$ cat src/rtl/iobuffer_fifo_ctrl_pkg.sv
// Constants and helpers shared between the iobuffer FIFO controller and its dual-port RAM.
// Keeping the default geometry here guarantees both sides agree on the address width.
package iobuffer_fifo_ctrl_pkg;

    localparam int IOBUF_DEPTH = 256;
    localparam int IOBUF_WIDTH = 16;

    // Pointers carry one extra wrap bit so that a full FIFO is distinguishable from an empty one.
    function automatic int ptrWidth(input int depth);
        return $clog2(depth) + 1;
    endfunction

endpackage

$ cat src/rtl/iobuffer_fifo_ctrl.sv
// Pointer and handshake controller for the iobuffer dual-port RAM, presenting the RAM's
// registered read port as a first-word-fall-through stream with level and sticky overflow.
module iobuffer_fifo_ctrl
    import iobuffer_fifo_ctrl_pkg::*;
#(
    parameter int DEPTH = IOBUF_DEPTH,
    parameter int WIDTH = IOBUF_WIDTH,
    localparam int ABITS = $clog2(DEPTH),
    localparam int PBITS = ptrWidth(DEPTH)
) (
    input  logic             clock,
    input  logic             reset,
    input  logic             flush,
    input  logic [WIDTH-1:0] in_data,
    input  logic             in_valid,
    output logic             in_ready,
    output logic [WIDTH-1:0] out_data,
    output logic             out_valid,
    input  logic             out_ready,
    output logic [ABITS:0]   level,
    output logic             full,
    output logic             empty,
    output logic             overflow,
    output logic [WIDTH-1:0] ram_din,
    output logic             ram_write_en,
    output logic [ABITS-1:0] ram_waddr,
    output logic [ABITS-1:0] ram_raddr,
    input  logic [WIDTH-1:0] ram_dout
);

    logic [PBITS-1:0] r_wptr;
    logic [PBITS-1:0] r_rptr;
    logic             r_outValid;
    logic             r_overflow;

    logic [PBITS-1:0] w_avail;
    logic [PBITS-1:0] w_level;
    logic             w_full;
    logic             w_push;
    logic             w_pop;
    logic             w_fetch;

    // Level counts the word sitting on out_data too, so the held head's RAM slot is never
    // reused while it is still being displayed.
    always_comb begin
        w_avail = r_wptr - r_rptr;
        w_level = w_avail + PBITS'(r_outValid);
        w_full  = (w_level == PBITS'(DEPTH));
        w_push  = in_valid && !w_full;
        w_pop   = r_outValid && out_ready;
        w_fetch = (w_avail != '0) && (!r_outValid || out_ready);
    end

    assign in_ready     = !w_full;
    assign full         = w_full;
    assign empty        = (w_level == '0);
    assign level        = w_level;
    assign overflow     = r_overflow;
    assign out_valid    = r_outValid;
    assign out_data     = ram_dout;
    assign ram_din      = in_data;
    assign ram_write_en = w_push;
    assign ram_waddr    = r_wptr[ABITS-1:0];

    // Without a fetch the previous address is re-read so the registered RAM output holds the head.
    assign ram_raddr = w_fetch ? r_rptr[ABITS-1:0] : (r_rptr[ABITS-1:0] - ABITS'(1));

    always_ff @(posedge clock) begin
        if (reset || flush) begin
            r_wptr     <= '0;
            r_rptr     <= '0;
            r_outValid <= 1'b0;
            r_overflow <= 1'b0;
        end else begin
            if (w_push) begin
                r_wptr <= r_wptr + PBITS'(1);
            end
            if (w_fetch) begin
                r_rptr     <= r_rptr + PBITS'(1);
                r_outValid <= 1'b1;
            end else if (w_pop) begin
                r_outValid <= 1'b0;
            end
            if (in_valid && w_full) begin
                r_overflow <= 1'b1;
            end
        end
    end

endmodule
$ cat config.mk
export PLATFORM = sky130hd
export DESIGN_NAME = iobuffer_fifo_ctrl
export DESIGN_NICKNAME = d
export VERILOG_FILES = /design/src/rtl/iobuffer_fifo_ctrl_pkg.sv /design/src/rtl/iobuffer_fifo_ctrl.sv
export SDC_FILE = /design/constraint.sdc
export NUM_CORES = 1
export LEC_CHECK = 0
export CORE_MARGIN = 2
export CORE_UTILIZATION = 50
export DETAILED_ROUTE_END_ITERATION = 8
export DONT_BUFFER_PORTS = 1
export SYNTH_ARGS = -nofsm -noshare
export SYNTH_HDL_FRONTEND = slang
export SYNTH_SLANG_ARGS = --single-unit
$ cat constraint.sdc
create_clock -name clock -period 6 [get_ports clock]
set_input_delay 1.2 -clock clock [delete_from_list [all_inputs] [get_ports clock]]
set_output_delay 1.2 -clock clock [all_outputs]
set_load 0.01 [all_outputs]
==> reports/summary.txt <==
Pre-CTS WS - 1.44 ns
CP endpoint kind - output port
CTS root buffer - clkbuf_8
Final worst slack - 1.14 ns
Area of the die - 5190 um^2
PD cells - 246 nW/um^2
Seq/Total Area, Yosys - 17.3%
Critical Path RT - 4.80 ns
Final worst path period need - 4.86 ns
Top-level I/O count - 100
Yosys top cell area share - 17.3%
Mapped Avg Cell Area - 8.06 um^2
Most frequent cells in the layout - 25 x nor2_1, 24 x nand2_1, 20 x dfxtp_1, 18 x xnor2_1
Input/output buffers - 0
Syn. warnings - 0
Largest net degree at the start of global routing - 15
Layout cell share with drive strength beyond 1 - 12.5%
Post-DP HPWL - 3.75 mm
Layout net count - 293
Die Y - 72.0 um
Post_cts resized - 0
Commonest non-fill, non-tap cell in the layout - nor2_1
Post-synth EDFFs - 0
Vias in the first global route - 1655
Gr ovfl total - 0
Via-to-Cell Ratio - 6.14
Reg clk slew, reported paths - 0.08 ns
Ys flop type - dfxtp_1
Synthesized Nets - 338
Total Power - 504 uW
Fin crit share - 81.1%
CTS Hold Bufs - 0
FF-to-FF setup slack - 2.61 ns
Max_slew headroom - 46.8%
RSZ-0062 raised after global routing - false
Max VDD drop - 0.116 mV
Worst hold path type - flop to flop
Unique masters post-synth - 65
Startpoint types - flop
Fmax - 0.206 GHz
Async S/R FF share, synth - 0%
Setup Crit Path Kind - flop to output port
Remaining antenna violation count - 0
Antenna cell count - 0
Critical path arrival - 3.66 ns
Register Area - 400 um^2
Max_cap viols - 0
Detailed-router iteration count before antenna repair - 4
Final setup TNS - 0 ns
Cell taking the most area after synthesis - dfxtp_1
Worst Setup EP - ram_raddr[6]
Leakage - 0.753 nW
Num rows - 24
Cts bufs inserted - 3
Placer congestion estimate - 0.854
Fillers - 466
Die X - 72.0 um
Setup Skew - 0.00652 ns
Clock Sinks - 20
Initial Util - 52.4%
Setup violators final - 0
Status - finished, final reports clean
CTS H-Tree Depth - 1
TritonCTS clock tree - yes
Actual slew at the worst max-slew pin - 0.794 ns
Gr usage total - 19.1%
Core Area - 4410 um^2
Final slew viol count - 0
Final Hold Fails - 0
Syn Inst Count - 287
Final Util - 46.4%
Flops & latches, synth - 20
Post-DP Area - 2010 um^2
Reg-to-Reg End - r_rptr[5]
RR Startpoint - r_wptr[0]
Multi-input gate area - 1490 um^2
Routed WL - 4.79 mm
Drc violations - 0
DR vias - 1793
1st-iter DRT viols - 83
Setup crit start - r_wptr[0]
Post-route design area - 2050 um^2
R2R cell count - 11
Clk_lat worst skew - 0.25 ns
Postcts setup bufs - 0
Worst-path maximum fanout - 13
Layout area overhead - -11.5%
Avg WL per Cell - 16.4 um
First-pass GRT wire length - 8.07 mm
Initial antenna violation count - 0
CTS Buffer Depth - 2
Cell area after synthesis - 2310 um^2
Top cells by area, synth - dfxtp_1 17%, buf_4 13%, ha_1 7.0%, xnor2_1 6.8%, nor2_1 4.1%
-- critical path, stage by stage (launching register included) --
cell and delay, ns:
dfxtp_1 0.40, inv_1 0.11, ha_1 0.17, inv_1 0.05
fa_1 0.43, a21oi_1 0.21, nor2_1 0.10, o2111a_1 0.26
nor3_1 0.43, a41oi_2 0.45, or2_1 0.41, nor4_2 0.18
xnor2_1 0.22
-- cell families after synthesis --
group                      after synthesis  synth area share, %
adders and majority gates               14                 7.90
xor gates and xnor gates                23                 9.03
buffers and inverters                   65                 18.5
DFF                                     20                 17.3
muxes                                    7                 3.03
AOI/OAI and AO/OA                       55                 21.1
and+or+nand+nor                        103                 23.1
-- per-layer routing --
layer	GRT usage [%]	vias to the layer above	share of wire, %
met5	0	-	0
met4	3.77	0	0.44
met2	31.2	35	46
met3	4.72	2	6.2
li1	-	887	-
met1	25.9	869	47
-- where the power goes --
part	internal, mW	leakage [nW]	switching, mW	total (mW)
registers	0.136	0.162	0.00541	0.142
clock network	0.0446	0.0216	0.0427	0.0873
logic	0.0984	0.569	0.176	0.275
-- area by class of cell --
cell class,instances,area share (%)
sequential,20,19.5
multi-input combinational,202,72.5
inverter,15,2.75
tap,52,3.18
clock buffer,3,2.02
-- cells in the mapped netlist, types with 2 or more instances --
| cell | count |
|---|---|
| a2111o_1 | 2 |
| a211oi_2 | 3 |
| a21boi_2 | 2 |
| a21o_1 | 2 |
| a21oi_1 | 13 |
| a21oi_2 | 2 |
| buf_2 | 3 |
| buf_4 | 40 |
| buf_6 | 4 |
| clkbuf_1 | 2 |
| dfxtp_1 | 20 |
| ha_1 | 13 |
| inv_1 | 14 |
| mux2i_1 | 7 |
| nand2_1 | 24 |
| nand3_1 | 4 |
| nand4_1 | 14 |
| nor2_1 | 25 |
| nor2b_1 | 5 |
| nor3_1 | 8 |
| nor3_2 | 2 |
| nor3b_1 | 2 |
| o211ai_1 | 3 |
| o21ai_0 | 3 |
| o21ai_2 | 2 |
| or2_1 | 2 |
| or2_2 | 2 |
| or3_1 | 7 |
| xnor2_1 | 18 |
| xor2_1 | 4 |
-- through the flow --
stage | instances | hold slack, ns
2_1_floorplan | 287 | 0.473
3_3_place_gp | 289 | 0.501
3_5_place_dp | 289 | 0.502
4_1_cts | 292 | 0.513
5_1_grt | 292 | 0.553
6_report | 292 | 0.513
-- worst min path at each step --
stage / start / endpoint / slack [ns] / depth (start not counted)
finish: r_wptr[8] / r_wptr[8] / 0.51 / 2
global route: r_wptr[8] / r_wptr[8] / 0.55 / 2
detailed placement: r_wptr[8] / r_wptr[8] / 0.50 / 2
CTS: r_wptr[8] / r_wptr[8] / 0.51 / 2
global placement: r_wptr[8] / r_wptr[8] / 0.50 / 2
floorplan: r_wptr[7] / r_wptr[7] / 0.47 / 2
-- state kept, by name, indices dropped and copies added (netlist names) --
signal and cells:
overflow 1, r_wptr 9, out_valid 1, r_rptr 9
Note: power is estimated with default switching activity, not from simulation.
